===== src/rtl/muldiv_unit.sv =====
// Iterative radix-2 multiply/divide unit (MULU, MUL, DIVU, DIV) with busy/done handshake.
// Optional macro MULDIV_FAST_ZERO_EN: zero operands skip the iteration phase.
module muldiv_unit #(
  parameter int WORD_LEN = 32
) (
  input  logic                clk,
  input  logic                rst,
  input  logic                start,
  input  logic [1:0]          op,
  input  logic [WORD_LEN-1:0] src_a,
  input  logic [WORD_LEN-1:0] src_b,
  input  logic                flush,
  output logic                busy,
  output logic                done,
  output logic [WORD_LEN-1:0] hi,
  output logic [WORD_LEN-1:0] lo,
  output logic                div_by_zero
);

  localparam int CNT_W = $clog2(WORD_LEN) + 1;
  localparam logic [CNT_W-1:0] LAST_STEP = CNT_W'(WORD_LEN - 1);

  typedef enum logic [1:0] {S_IDLE, S_CALC, S_FIX} state_e;

  state_e                state_q, state_d;
  logic [CNT_W-1:0]      count_q, count_d;
  logic [WORD_LEN-1:0]   acc_q, acc_d;      // partial product high word / partial remainder
  logic [WORD_LEN-1:0]   mq_q, mq_d;        // multiplier / dividend shifting into quotient
  logic [WORD_LEN-1:0]   b_q, b_d;          // multiplicand / divisor magnitude
  logic [WORD_LEN-1:0]   a_raw_q, a_raw_d;
  logic                  is_div_q, is_div_d;
  logic                  neg_res_q, neg_res_d;
  logic                  neg_rem_q, neg_rem_d;
  logic                  zero_div_q, zero_div_d;
  logic [WORD_LEN-1:0]   hi_q, hi_d, lo_q, lo_d;
  logic                  dbz_q, dbz_d, done_q, done_d;

  // Operand magnitudes and signs at start.
  logic                  a_neg, b_neg;
  logic [WORD_LEN-1:0]   a_mag, b_mag;

  assign a_neg = op[0] & src_a[WORD_LEN-1];
  assign b_neg = op[0] & src_b[WORD_LEN-1];
  assign a_mag = a_neg ? -src_a : src_a;
  assign b_mag = b_neg ? -src_b : src_b;

  // One iteration step for each operation.
  logic [WORD_LEN:0]     mul_sum, div_shift, div_diff;
  logic                  div_fits;

  assign mul_sum   = mq_q[0] ? ({1'b0, acc_q} + {1'b0, b_q}) : {1'b0, acc_q};
  assign div_shift = {acc_q, mq_q[WORD_LEN-1]};
  assign div_diff  = div_shift - {1'b0, b_q};
  assign div_fits  = ~div_diff[WORD_LEN];

  // Sign correction of the magnitude results.
  logic [2*WORD_LEN-1:0] prod_mag, prod_res;
  logic [WORD_LEN-1:0]   quo_res, rem_res;

  assign prod_mag = {acc_q, mq_q};
  assign prod_res = neg_res_q ? -prod_mag : prod_mag;
  assign quo_res  = neg_res_q ? -mq_q : mq_q;
  assign rem_res  = neg_rem_q ? -acc_q : acc_q;

`ifdef MULDIV_FAST_ZERO_EN
  logic zero_operand;
  assign zero_operand = op[1] ? (src_b == '0) : ((src_a == '0) || (src_b == '0));
`endif

  always_comb begin
    // NOTE: every signal gets a default before the case so no path leaves it unassigned (no latches).
    state_d    = state_q;
    count_d    = count_q;
    acc_d      = acc_q;
    mq_d       = mq_q;
    b_d        = b_q;
    a_raw_d    = a_raw_q;
    is_div_d   = is_div_q;
    neg_res_d  = neg_res_q;
    neg_rem_d  = neg_rem_q;
    zero_div_d = zero_div_q;
    hi_d       = hi_q;
    lo_d       = lo_q;
    dbz_d      = dbz_q;
    done_d     = 1'b0;

    unique case (state_q)
      S_IDLE: begin
        if (start) begin
          state_d    = S_CALC;
          count_d    = '0;
          acc_d      = '0;
          mq_d       = a_mag;
          b_d        = b_mag;
          a_raw_d    = src_a;
          is_div_d   = op[1];
          neg_res_d  = a_neg ^ b_neg;
          neg_rem_d  = a_neg;
          zero_div_d = op[1] & (src_b == '0);
`ifdef MULDIV_FAST_ZERO_EN
          if (zero_operand) begin
            // A cleared accumulator pair is already the zero product.
            mq_d    = '0;
            state_d = S_FIX;
          end
`endif
        end
      end

      S_CALC: begin
        count_d = count_q + 1'b1;
        if (is_div_q) begin
          acc_d = div_fits ? div_diff[WORD_LEN-1:0] : div_shift[WORD_LEN-1:0];
          mq_d  = {mq_q[WORD_LEN-2:0], div_fits};
        end else begin
          acc_d = mul_sum[WORD_LEN:1];
          mq_d  = {mul_sum[0], mq_q[WORD_LEN-1:1]};
        end
        if (count_q == LAST_STEP) state_d = S_FIX;
      end

      S_FIX: begin
        state_d = S_IDLE;
        done_d  = 1'b1;
        if (zero_div_q) begin
          hi_d  = a_raw_q;
          lo_d  = '1;
          dbz_d = 1'b1;
        end else if (is_div_q) begin
          hi_d  = rem_res;
          lo_d  = quo_res;
          dbz_d = 1'b0;
        end else begin
          {hi_d, lo_d} = prod_res;
          dbz_d        = 1'b0;
        end
      end

      default: state_d = S_IDLE;
    endcase

    // Flush aborts everything, including a pending result write.
    if (flush) begin
      state_d = S_IDLE;
      done_d  = 1'b0;
      hi_d    = hi_q;
      lo_d    = lo_q;
      dbz_d   = dbz_q;
    end
  end

  always_ff @(posedge clk or negedge rst) begin
    if (!rst) begin
      state_q    <= S_IDLE;
      count_q    <= '0;
      acc_q      <= '0;
      mq_q       <= '0;
      b_q        <= '0;
      a_raw_q    <= '0;
      is_div_q   <= 1'b0;
      neg_res_q  <= 1'b0;
      neg_rem_q  <= 1'b0;
      zero_div_q <= 1'b0;
      hi_q       <= '0;
      lo_q       <= '0;
      dbz_q      <= 1'b0;
      done_q     <= 1'b0;
    end else begin
      // NOTE: non-blocking so every register samples the pre-edge values of the others.
      state_q    <= state_d;
      count_q    <= count_d;
      acc_q      <= acc_d;
      mq_q       <= mq_d;
      b_q        <= b_d;
      a_raw_q    <= a_raw_d;
      is_div_q   <= is_div_d;
      neg_res_q  <= neg_res_d;
      neg_rem_q  <= neg_rem_d;
      zero_div_q <= zero_div_d;
      hi_q       <= hi_d;
      lo_q       <= lo_d;
      dbz_q      <= dbz_d;
      done_q     <= done_d;
    end
  end

  assign busy        = (state_q != S_IDLE);
  assign done        = done_q;
  assign hi          = hi_q;
  assign lo          = lo_q;
  assign div_by_zero = dbz_q;

endmodule


===== config.mk =====
export PLATFORM = sky130hd
export DESIGN_NAME = muldiv_unit
export DESIGN_NICKNAME = d
export VERILOG_FILES = /design/src/rtl/muldiv_unit.sv
export SDC_FILE = /design/constraint.sdc
export NUM_CORES = 1
export LEC_CHECK = 0
export CORE_ASPECT_RATIO = 1.5
export CORE_MARGIN = 5
export CORE_UTILIZATION = 60
export DETAILED_ROUTE_END_ITERATION = 10
export HOLD_SLACK_MARGIN = 0.08
export PLACE_DENSITY = 0.82
export SYNTH_ARGS = -nofsm -noshare
export SYNTH_HDL_FRONTEND = slang
export SYNTH_SLANG_ARGS = --single-unit

===== constraint.sdc =====
create_clock -name clk -period 4.46 [get_ports clk]
set_clock_uncertainty 0.05 [all_clocks]
set_input_delay 0.892 -clock clk [delete_from_list [all_inputs] [get_ports clk]]
set_output_delay 0.892 -clock clk [all_outputs]
set_load 0.005 [all_outputs]

==> results, run 1 <==
- The nature of the critical path startpoint is a register.
- The tightest slew margin relative to the limit is 0.319.
- Along the worst path, the maximum fanout reaches 52.
- A synthesized cell averages 8.04 µm².
- The number of hold buffers added after CTS was 0.
- The timing-limited maximum frequency is 252 MHz.
- The first detailed-routing pass took 6 iterations.
- The critical path launch point is mq_q[31].
- The slew of the pin with the lowest slew margin is 1020 ps.
- The most used routing layer in global routing is met2.
- Of the post-synthesis cell area, the dominant cell type holds 0.330.
- The area overhead of the layout relative to synthesis is 15.8%.
- The worst endpoint required time is 4770 ps.
- Synthesis instantiated 81 different standard cells from the library.
- Of the synthesized area, sequential elements account for 0.330.
- The sequential cell area in the final layout is 5160 µm².
- The filler cells instantiated in the layout total 2183.
- The clock transition at the registers of the reported paths is 70 ps.
- The die covers 29400 µm².
- In the routed layout, each cell is associated on average with a via count of 6.34.
- The multi-input combinational cells in the finished layout cover a total of 9780 µm².
- The wire-length estimate of the detail-placed layout is 37800 µm.
- The congestion estimate from routability-driven global placement came to 1.02.
- The post-synthesis cell count is 1941.
- The count of final max-slew check failures came to 0.
- Dividing total power by cell area gives a power density of 562 nW/µm².
- After layout, the minimum clock period comes to 3980 ps.
- The total of warnings raised by yosys is 0.
- The initial antenna violation count is 0.
- Synthesis inferred 206 register bits.
- The largest voltage drop on the vdd net is 0.458 mV.
- In this run the remaining antenna-violating nets after routing total 0.
- 0 antenna diodes ended up in the layout.
- The critical path is of the register to register type.
- Counting flops with an async set or reset pin after synthesis yields a share of 1.00.
- Setup violations remaining at the end of the flow were counted as 0.
- In this run, CTS created clock tree buffers numbering 22.
- By area the synthesized netlist is led by sky130_fd_sc_hd__dfrtp_1 (33%), sky130_fd_sc_hd__nand2_1 (6.4%), sky130_fd_sc_hd__a21oi_1 (5.8%).
- The average wire length per cell after detail routing is 21.1 µm.
- The commonest cells after synthesis are sky130_fd_sc_hd__nand2_1 (268), sky130_fd_sc_hd__dfrtp_1 (206), sky130_fd_sc_hd__a21oi_1 (180).
- The cell sitting at the root of the clock tree is a sky130_fd_sc_hd__clkbuf_16.
- The floorplan row count is 72.
- The maximum number of pins on one net before global-route repair is 121.
- The combined area of all synthesized cells is 15600 µm².
- The maximum clock insertion buffer count is 3.
- The die boundary width is 142 µm.
- When the netlist entered floorplanning its net count stood at 2082.
- Of the cells placed in the final design, the portion with a size suffix greater than 1 is 0.0667.
- The run finished with clean final reports.
- In this run the most critical hold path is launched from a_raw_q[11].
- The critical path data arrival time is 4280 ps.
- The tightest min-delay check is of the register to register type.
- The number of design-rule violations left by the first detailed-router iteration is 1252.
- The area of the placeable core is 25800 µm².
- Once layout is complete, the cells apart from fillers number 2372.
- The number of buffers added on ports is 136.
- The final worst-path cycle share is 0.891.
- The final total negative setup slack is 0 ps.
- After clock tree synthesis, the repair step resized 0 gates.
- The number of global-route vias before repair is 15041.
- In the post-synthesis netlist, the cell with the most instances is sky130_fd_sc_hd__nand2_1.
- The worst register-to-register path begins at mq_q[31].
- The first global-routing pass estimated 79400 µm of wire.
- The met2 usage is 0.590.
- Setup repair after global routing left no endpoint under its margin.
- After clock tree synthesis, the setup repair step added 0 buffers.
- The effective utilization at floorplan is 0.606.
- In the global route stage, met1 resource usage came out at 0.382.
- The global routing usage on met3 is 0.0376.
- The clock drives 206 sinks.
- The detailed router placed 15038 vias in this run.
- The total global routing overflow is 0.
- The standby leakage power is 7.99 nW.
- The hold violation count in the final report is 0.
- STA classifies the critical path endpoint as a register.
- The TritonCTS clock tree is built.
- The max-capacitance violation count is 0.
- The remaining design rule violation count is 0.
- The clock latency on the worst-skew pair is 520 ps.
- For this design the top-level I/O count stands at 137.
- Measured along the y axis, the die boundary spans 208 µm.
- The number of nets at the end of the flow is 2164.
- The H-tree level count is 1.
- The final wirelength is 50100 µm.
- Among all flip-flop cells after synthesis, the most frequent one is sky130_fd_sc_hd__dfrtp_1.
- The global-route usage over all layers is 0.334.
- The synthesized design contains 0 enable-type register cells.
- Including well taps, the total number of placed cells is 2332.
- The synthesized design spends more area on one cell type than any other, namely sky130_fd_sc_hd__dfrtp_1.
==> worst paths after layout <==
| kind | depth (start not counted) | endpoint | slack [ps] |
|---|---|---|---|
| max | 14 | acc_q[6] | 480 |
| min | 2 | a_raw_q[11] | 420 |
| max reg2reg | 14 | acc_q[6] | 480 |
| min reg2reg | 2 | a_raw_q[11] | 420 |
| max in group asynchronous | 2 | acc_q[22] | 2890 |
| min in group asynchronous | 1 | lo[10] | 430 |
==> state kept, by name (all words and copies together), names as in the netlist, 2 cells and up <==
register,cells
a_raw_q,32
acc_q,32
b_q,32
hi,32
lo,32
mq_q,32
count_q,6
state_q,2
==> placed cells by master, fill, tap and decap left out, drive strengths merged, types with 13 or more instances in the layout <==
| cell | n |
|---|---|
| nor3 | 31 |
| xnor2 | 78 |
| a31oi | 22 |
| or3 | 23 |
| xor2 | 92 |
| nand2 | 270 |
| nor2b | 14 |
| ha | 69 |
| buf | 44 |
| nand3 | 40 |
| o211ai | 37 |
| a21oi | 183 |
| o21ai | 176 |
| nand2b | 18 |
| mux2i | 52 |
| clkbuf | 29 |
| clkdlybuf4s50 | 135 |
| nand4 | 13 |
| nor4 | 23 |
| dfrtp | 206 |
| or4 | 15 |
| a211oi | 24 |
| o21a | 15 |
| o31ai | 25 |
| inv | 63 |
| nor2 | 157 |
| a21o | 40 |
==> area by class of cell <==
type / instances / area share
clock buffer: 28 / 0.0345
clock inverter: 12 / 0.00775
inverter: 64 / 0.0133
multi-input combinational: 1549 / 0.540
sequential: 206 / 0.285
tap: 333 / 0.0230
timing repair buffer: 180 / 0.0958
==> worst max-delay path, cell delays in order, from the launching register on <==
cell	delay, ps
sky130_fd_sc_hd__dfrtp_1	400
sky130_fd_sc_hd__inv_1	130
sky130_fd_sc_hd__ha_1	210
sky130_fd_sc_hd__fa_1	210
sky130_fd_sc_hd__nand2b_1	160
sky130_fd_sc_hd__a21o_1	140
sky130_fd_sc_hd__a21oi_1	90
sky130_fd_sc_hd__a211oi_1	540
sky130_fd_sc_hd__o21ai_1	290
sky130_fd_sc_hd__a221oi_2	480
sky130_fd_sc_hd__xnor2_4	170
sky130_fd_sc_hd__buf_12	260
sky130_fd_sc_hd__mux2_2	370
sky130_fd_sc_hd__a21oi_1	170
sky130_fd_sc_hd__o21ai_0	110
==> per-layer routing <==
layer  wire length, µm  share of wire  vias to the layer above
met5                 0              0                        -
met4              3570          0.071                        0
met3              2540          0.051                      214
met2             25200           0.50                      577
met1             18900           0.38                     7149
li1                  -              -                     7098
==> stage by stage <==
stage | setup WS (ps) | hold slack (ps) | power [mW] | instance area (µm²) | utilization
6_report | 484 | 423 | 10.2 | 18100 | 0.702
2_1_floorplan | 991 | 388 | 6.49 | 15600 | -
3_3_place_gp | 497 | 403 | 7.97 | 17300 | 0.672
4_1_cts | 517 | 423 | 10.1 | 18100 | 0.702
3_5_place_dp | 418 | 408 | 8.10 | 17300 | 0.672
5_1_grt | 344 | 444 | 10.8 | 18100 | 0.702
==> cells by family after synthesis <==
kind of cell | Yosys count | synth area share
adder cells (fa/ha/maj) | 71 | 0.0579
flip-flops | 206 | 0.330
AO/OA/AOI/OAI | 600 | 0.237
multiplexers | 59 | 0.0384
XOR/XNOR | 170 | 0.0958
buffers and inverters | 186 | 0.0455
AND/OR/NAND/NOR | 649 | 0.195
==> power by group <==
group	internal [mW]	switching, mW
Clock	1.16	0.806
Sequential	2.17	0.486
Combinational	2.28	3.26
No activity file was read; power rests on OpenSTA's default activity.
==> run 2: changes to the inputs <==
CELL_PAD_IN_SITES_DETAIL_PLACEMENT = 0   (was unset)
CELL_PAD_IN_SITES_GLOBAL_PLACEMENT = 2   (was unset)
CORE_UTILIZATION = 36   (was 60)
PLACE_DENSITY = unset   (was 0.82)
PLACE_DENSITY_LB_ADDON = 0.1   (was unset)
==> results, run 2 (synthesis gave the netlist of run 1 again) <==
- The number of buffers added on ports came to 136 (unchanged).
- In the layout the commonest cells are sky130_fd_sc_hd__nand2_1 (267), sky130_fd_sc_hd__dfrtp_1 (204), sky130_fd_sc_hd__a21oi_1 (180).
- For this design, the slowest cell found on the critical path is sky130_fd_sc_hd__dfrtp_1.
- The most used routing layer in global routing is met2.
- The met2 usage came to 0.437 (-0.152).
- The final wirelength came to 56500 µm (+13%).
- The nature of the critical path startpoint is a register.
- The full die area is 47700 µm² (+62%).
- The category of the critical setup timing path is register to register.
- The total global routing overflow is 0 (unchanged).
- The number of buffers added for setup after CTS is 0 (unchanged).
- The total CTS buffers is 25 (+14%).
- The signal on the critical path passes through inv_1 -> ha_1 -> fa_1 -> nand2b_1 -> a21o_1 -> a21oi_1 -> a211oi_1 -> o21ai_1 -> a221oi_2 -> xnor2_4 -> buf_12 -> mux2_2 -> a21oi_1 -> o21ai_0.
- Setup repair after global routing left no endpoint under its margin.
- The largest voltage drop on the vdd net came to 0.340 mV (-26%).
- The hold violation count in the final report is 0 (unchanged).
- The largest driver fanout on the critical path was 41 (-21%).
- The flow ran to the end, and the final reports show no timing, DRC or antenna violations.
- The via density per instance is 5.52 (-13%).
- The average wire length per cell after detail routing is 21.6 µm (+2.1%).
- The ratio of cells with drive above 1 in the final layout is 0.0685 (+0.00176).
- The power per cell area is 557 nW/µm² (-0.94%).
- The effective utilization at floorplan is 0.364 (-0.242).
- The post-layout utilization of the core was 0.429 (-0.273).
- The shortest period the worst path allows came to 4070 ps (+98.9 ps).
- The number of sinks driven by the clock tree is 206 (unchanged).
- The area overhead of the layout relative to synthesis is 18.1%.
- The count of boundary I/O pins is 137 (unchanged).
- The global-route usage over all layers is 0.229 (-0.105).
- The number of antenna cells inserted is 0 (unchanged).
- The maximum clock insertion buffer count is 3 (unchanged).
- The floorplan row count is 93 (+29%).
- The number of nets at the end of the flow was 2170 (+0.28%).
- The number of design-rule violations left by the first detailed-router iteration came to 735 (-41%).
- The timing-limited maximum frequency came to 245 MHz (-2.4%).
- The global routing usage on met3 was 0.0235 (-0.0140).
- The worst setup slack before clock tree synthesis came to 342 ps (-76.2 ps).
- The maximum number of pins on one net before global-route repair was 77 (-36%).
- The final worst-path setup slack is 385 ps (-98.9 ps).
- The final worst-path cycle share came to 0.914 (+0.0222).
- The count of fill cells added during filler insertion is 4326 (+98%).
- The number of global-route vias before repair is 14761 (-1.9%).
- The most common cell after layout, fill and taps aside is sky130_fd_sc_hd__nand2_1.
- The area of the placeable core is 42900 µm² (+67%).
- The H-tree level count is 1 (unchanged).
- The hold-fix buffer count after cts is 0 (unchanged).
- The tightest slew margin relative to the limit was 0.333 (+0.0139).
- The final antenna-violating net count is 0 (unchanged).
- The initial antenna violation count is 0 (unchanged).
- The number of cells upsized or downsized after cts is 0 (unchanged).
- The worst endpoint required time is 4810 ps (+40 ps).
- The overall die height is 265 µm (+28%).
- The worst-case register-to-register setup slack came to 390 ps (-100 ps).
- The final setup violation count is 0 (unchanged).
- The TritonCTS clock tree is built.
- The dominant cell type by count on the critical path is sky130_fd_sc_hd__a21oi_1.
- The sequential cell area in the final layout is 5160 µm² (about the same).
- The max-capacitance violation count is 0 (unchanged).
- The critical path data arrival time came to 4420 ps (+140 ps).
- The standby leakage power is 8.02 nW (+0.38%).
- The first-pass GRT wire length is 87200 µm (+9.9%).
- The number of detailed-routing iterations run before antenna repair is 7 (+1).
- The final total negative setup slack is 0 ps (unchanged).
- The clock transition at the registers of the reported paths is 60 ps (about the same).
- The final HPWL from detailed placement is 43600 µm (+15%).
- The worst setup path is captured at a register.
- The count of final max-slew check failures is 0 (unchanged).
- The number of vias after detailed routing is 14432 (-4.0%).
- The die boundary width came to 180 µm (+27%).
- The slew of the pin with the lowest slew margin was 1000 ps (-20.8 ps).
- The remaining design rule violation count is 0 (unchanged).
- The final estimated routing congestion in global placement came to 0.917 (-9.8%).
- The total area of multi-input combinational cells was 9780 µm² (about the same).
- The min-delay analysis places its worst path in the category input port to asynchronous set/reset pin.
- The cell sitting at the root of the clock tree is a sky130_fd_sc_hd__clkbuf_16.
- The clock latency on the worst-skew pair is 560 ps (+40 ps).
- The worst stage delay on the critical path is 530 ps (about the same).
- The met1 track demand over resource came to 0.265 (-0.117).
## run 2: cell types whose count changed in the layout (fill, tap and decap cells not counted)
cell | before | now
sky130_fd_sc_hd__clkbuf_16 | 23 | 25
sky130_fd_sc_hd__and2_4 | 0 | 1
sky130_fd_sc_hd__dfrtp_2 | 2 | 1
sky130_fd_sc_hd__buf_4 | 41 | 43
sky130_fd_sc_hd__dfrtp_4 | 0 | 1
sky130_fd_sc_hd__clkinv_2 | 7 | 4
sky130_fd_sc_hd__and2_2 | 1 | 0
sky130_fd_sc_hd__bufinv_16 | 3 | 0
sky130_fd_sc_hd__clkbuf_8 | 4 | 8
sky130_fd_sc_hd__clkinvlp_4 | 2 | 1
sky130_fd_sc_hd__clkinv_4 | 0 | 2
sky130_fd_sc_hd__buf_12 | 3 | 4
sky130_fd_sc_hd__clkbuf_1 | 2 | 4
## run 2: cell type report
| type | count | area share |
|---|---|---|
| multi-input combinational | 1549 | 0.530 |
| timing repair buffer | 183 | 0.0959 |
| sequential | 206 | 0.280 |
| clock buffer | 36 | 0.0400 |
| inverter | 64 | 0.0130 |
| clock inverter | 7 | 0.00244 |
| tap | 570 | 0.0387 |
## run 2: critical path, delay by kind of cell (launching register included)
family	cells	cell delay, ps
adder cells (fa/ha/maj)	2	640
flip-flops	1	530
AO/OA/AOI/OAI	7	1530
multiplexers	1	360
buffers and inverters	2	390
XOR/XNOR	1	190
AND/OR/NAND/NOR	1	200
## run 2: per-layer routing
metal / wire length, µm / up-vias / share of wire
met4: 2200 / 0 / 0.039
met3: 2000 / 114 / 0.035
li1: - / 7098 / -
met5: 0 / - / 0
met2: 30100 / 358 / 0.53
met1: 22200 / 6862 / 0.39
## run 2: path summary, 6_finish.rpt
kind	from	to	cells past startpoint
min	rst	lo[10]	1
max	mq_q[31]	acc_q[6]	14
max reg2reg	mq_q[31]	acc_q[6]	14
min reg2reg	a_raw_q[15]	a_raw_q[15]	2
max in group asynchronous	rst	hi[20]	2
min in group clk	a_raw_q[15]	a_raw_q[15]	2
## run 2: where the power goes
| part | leakage [nW] | switching [mW] | internal [mW] |
|---|---|---|---|
| Clock | 0.387 | 0.852 | 1.14 |
| Sequential | 2.62 | 0.509 | 2.17 |
| Combinational | 5.01 | 3.30 | 2.30 |
| Total | 8.02 | 4.66 | 5.61 |
## run 2: through the flow
| stage | hold WS (ps) | std cells | total power, mW | cell area (µm²) |
|---|---|---|---|---|
| 3_5_place_dp | 408 | 2572 | 8.31 | 17700 |
| 4_1_cts | 381 | 2615 | 10.3 | 18400 |
| 3_3_place_gp | 403 | 2572 | 8.30 | 17700 |
| 6_report | 328 | 2615 | 10.3 | 18400 |
| 5_1_grt | 368 | 2615 | 11.0 | 18400 |
| 2_1_floorplan | 388 | 1941 | 6.49 | 15600 |
==> run 3: changes to the inputs <==
CORE_MARGIN = 3   (was 5)
==> results, run 3 (synthesis gave the netlist of run 1 again) <==
- The final antenna-violating net count was 0 (unchanged).
- The count of final max-slew check failures came to 0 (unchanged).
- The initial antenna violation count was 0 (unchanged).
- The number of antenna cells inserted is 0 (unchanged).
- The number of global-route vias before repair is 14579 (-1.2%).
- The clock transition at the registers of the reported paths is 60 ps (about the same).
- The sequential share of power came to 0.254 (-0.007).
- The switching share of power is 0.444 (-0.00944).
- The hold-fix buffer count after cts was 0 (unchanged).
- The shortest period the worst path allows is 3860 ps (-212 ps).
- The H-tree level count was 1 (unchanged).
- The largest voltage drop on the vdd net came to 0.324 mV (-4.7%).
- The final worst-path setup slack is 597 ps (+212 ps).
- The critical path is of the register to register type.
- The summed area of non-filler cells in the final layout is 18600 µm² (+0.76%).
- The total CTS buffers was 25 (unchanged).
- The slowest cell on the critical path is sky130_fd_sc_hd__a211oi_1.
- The largest driver fanout on the critical path came to 42 (+2.4%).
- The final total negative setup slack is 0 ps (unchanged).
- The full die area was 46000 µm² (-3.7%).
- The hold violation count in the final report came to 0 (unchanged).
- The final HPWL from detailed placement is 43200 µm (-0.94%).
- The max-capacitance violation count is 0 (unchanged).
- The count of boundary I/O pins is 137 (unchanged).
- The number of sinks driven by the clock tree is 206 (unchanged).
- The die boundary width came to 176 µm (-2.2%).
- The floorplan row count was 92 (-1.1%).
- The number of vias after detailed routing is 14423 (-0.062%).
- The dominant cell type by count on the critical path is sky130_fd_sc_hd__a211oi_1.
- The worst stage delay on the critical path is 500 ps (-30 ps).
- The count of fill cells added during filler insertion is 4322 (-0.092%).
- The final worst-path cycle share is 0.866 (-0.0474).
- The area of the placeable core was 42500 µm² (-1.1%).
- Walking the worst path, the cells encountered are inv_1 -> ha_1 -> fa_1 -> nand2b_1 -> a21o_1 -> a21oi_1 -> a211oi_1 -> o21ai_1 -> a221oi_2 -> xnor2_4 -> buf_12 -> buf_4 -> nor2_1 -> a211oi_1 -> o31ai_1.
- The met1 track demand over resource is 0.277 (+0.0125).
- The worst endpoint required time is 4810 ps (about the same).
- The number of cells upsized or downsized after cts was 0 (unchanged).
- The worst setup slack before clock tree synthesis came to 434 ps (+91.9 ps).
- The global-route usage over all layers is 0.239 (+0.0106).
- The number of nets at the end of the flow is 2176 (+0.28%).
- The design internal power came to 5.86 mW (+4.4%).
- The share of total power in combinational logic came to 0.530 (-0.015).
- STA classifies the critical path endpoint as a register.
- The effective utilization at floorplan was 0.368 (+0.00395).
- The clock share of power was 0.216 (+0.022).
- The number of design-rule violations left by the first detailed-router iteration is 830 (+13%).
- The maximum clock insertion buffer count is 3 (unchanged).
- The ratio of cells with drive above 1 in the final layout is 0.0740 (+0.00558).
- The critical path data arrival time is 4210 ps (-210 ps).
- The global routing stage identified its most utilized layer as met2.
- The maximum number of pins on one net before global-route repair is 90 (+17%).
- The area after detailed placement was 17700 µm² (about the same).
- The nature of the critical path startpoint is a register.
- The min-delay analysis places its worst path in the category input port to asynchronous set/reset pin.
- The standby leakage power is 8.10 nW (+1.0%).
- The final estimated routing congestion in global placement is 0.895 (-2.3%).
- The worst-case register-to-register setup slack is 600 ps (+210 ps).
- The most common cell after layout, fill and taps aside is sky130_fd_sc_hd__nand2_1.
- The area overhead of the layout relative to synthesis is 19.0%.
- The TritonCTS clock tree is built.
- The slew of the pin with the lowest slew margin is 1000 ps (+3.47 ps).
- The run finished with clean final reports.
- The overall die height is 261 µm (-1.5%).
- The power per cell area is 567 nW/µm² (+1.9%).
- The via density per instance is 5.51 (-0.14%).
- The global routing usage on met3 came to 0.0206 (-0.00293).
- The number of buffers added for setup after CTS is 0 (unchanged).
- The remaining design rule violation count is 0 (unchanged).
- The root buffer cell is sky130_fd_sc_hd__clkbuf_16.
- The first-pass GRT wire length is 86400 µm (-0.89%).
- The met2 usage came to 0.458 (+0.0203).
- The library cells used most frequently in the layout, excluding fill and tap cells, are sky130_fd_sc_hd__nand2_1 (267), sky130_fd_sc_hd__dfrtp_1 (204), sky130_fd_sc_hd__a21oi_1 (180).
- The clock latency on the worst-skew pair came to 540 ps (-20 ps).
- The total global routing overflow was 0 (unchanged).
- The final setup violation count is 0 (unchanged).
- Setup repair after global routing left no endpoint under its margin.
- The number of detailed-routing iterations run before antenna repair came to 5 (-2).
- The timing-limited maximum frequency came to 259 MHz (+5.5%).
- The number of buffers added on ports is 136 (unchanged).
- The switching power came to 4.68 mW (+0.51%).
- The final wirelength is 55800 µm (-1.2%).
- The average wire length per cell after detail routing is 21.3 µm (-1.3%).
- The tightest slew margin relative to the limit is 0.327 (-0.00534).
run 3: cell count changes in the layout (fill, tap and decap cells not counted), sizes merged:
cell | before | now
buf | 47 | 53
clkbuf | 37 | 34
bufinv | 0 | 4
inv | 63 | 64
run 3: worst max-delay path, delay by kind of cell, from the launching register on:
| family | cells | cell delay [ps] |
|---|---|---|
| AO/OA/AOI/OAI | 7 | 1840 |
| buffers and inverters | 3 | 580 |
| adder cells (fa/ha/maj) | 2 | 420 |
| flip-flops | 1 | 380 |
| AND/OR/NAND/NOR | 2 | 220 |
| XOR/XNOR | 1 | 170 |
run 3: layer usage:
layer | wire [µm] | vias to the layer above | part of all wire
li1 | - | 7124 | -
met1 | 22100 | 6879 | 0.40
met2 | 29700 | 328 | 0.53
met3 | 2010 | 92 | 0.036
met4 | 2030 | 0 | 0.036
met5 | 0 | - | 0
run 3: worst paths after layout:
| check | start | to | cells after the start |
|---|---|---|---|
| min in group clk | a_raw_q[21] | a_raw_q[21] | 2 |
| max in group asynchronous | rst | a_raw_q[13] | 2 |
| setup / recovery | mq_q[31] | acc_q[1] | 15 |
| hold / removal | rst | lo[18] | 1 |
| hold reg to reg | a_raw_q[21] | a_raw_q[21] | 2 |
| setup reg to reg | mq_q[31] | acc_q[1] | 15 |
run 3: final cells by class:
type | count | area [µm²] | area share
Inverter | 64 | 240 | 0.0129
Multi-Input combinational cell | 1549 | 9780 | 0.526
Sequential cell | 206 | 5160 | 0.278
Clock inverter | 12 | 174 | 0.00936
Timing Repair Buffer | 189 | 1790 | 0.0962
Tap cell | 564 | 706 | 0.0380
Clock buffer | 33 | 736 | 0.0396
run 3: power by group through the flow:
| stage | Clock [mW] | Combinational, mW | Sequential, mW |
|---|---|---|---|
| after CTS | 2.33 | 5.60 | 2.67 |
| after floorplan | 0 | 4.01 | 2.48 |
| after global placement | 0 | 5.56 | 2.70 |
| after global routing | 2.39 | 6.20 | 2.73 |
| after detailed placement | 0 | 5.58 | 2.71 |
| final | 2.28 | 5.59 | 2.67 |
run 3: through the flow:
stage                util  power, mW  std cells  hold slack, ps
floorplan               -       6.49       1941             388
global placement    0.416       8.26       2572             404
detailed placement  0.416       8.28       2572             408
CTS                 0.437       10.6       2617             388
global route        0.437       11.3       2617             418
finish              0.437       10.5       2617             369
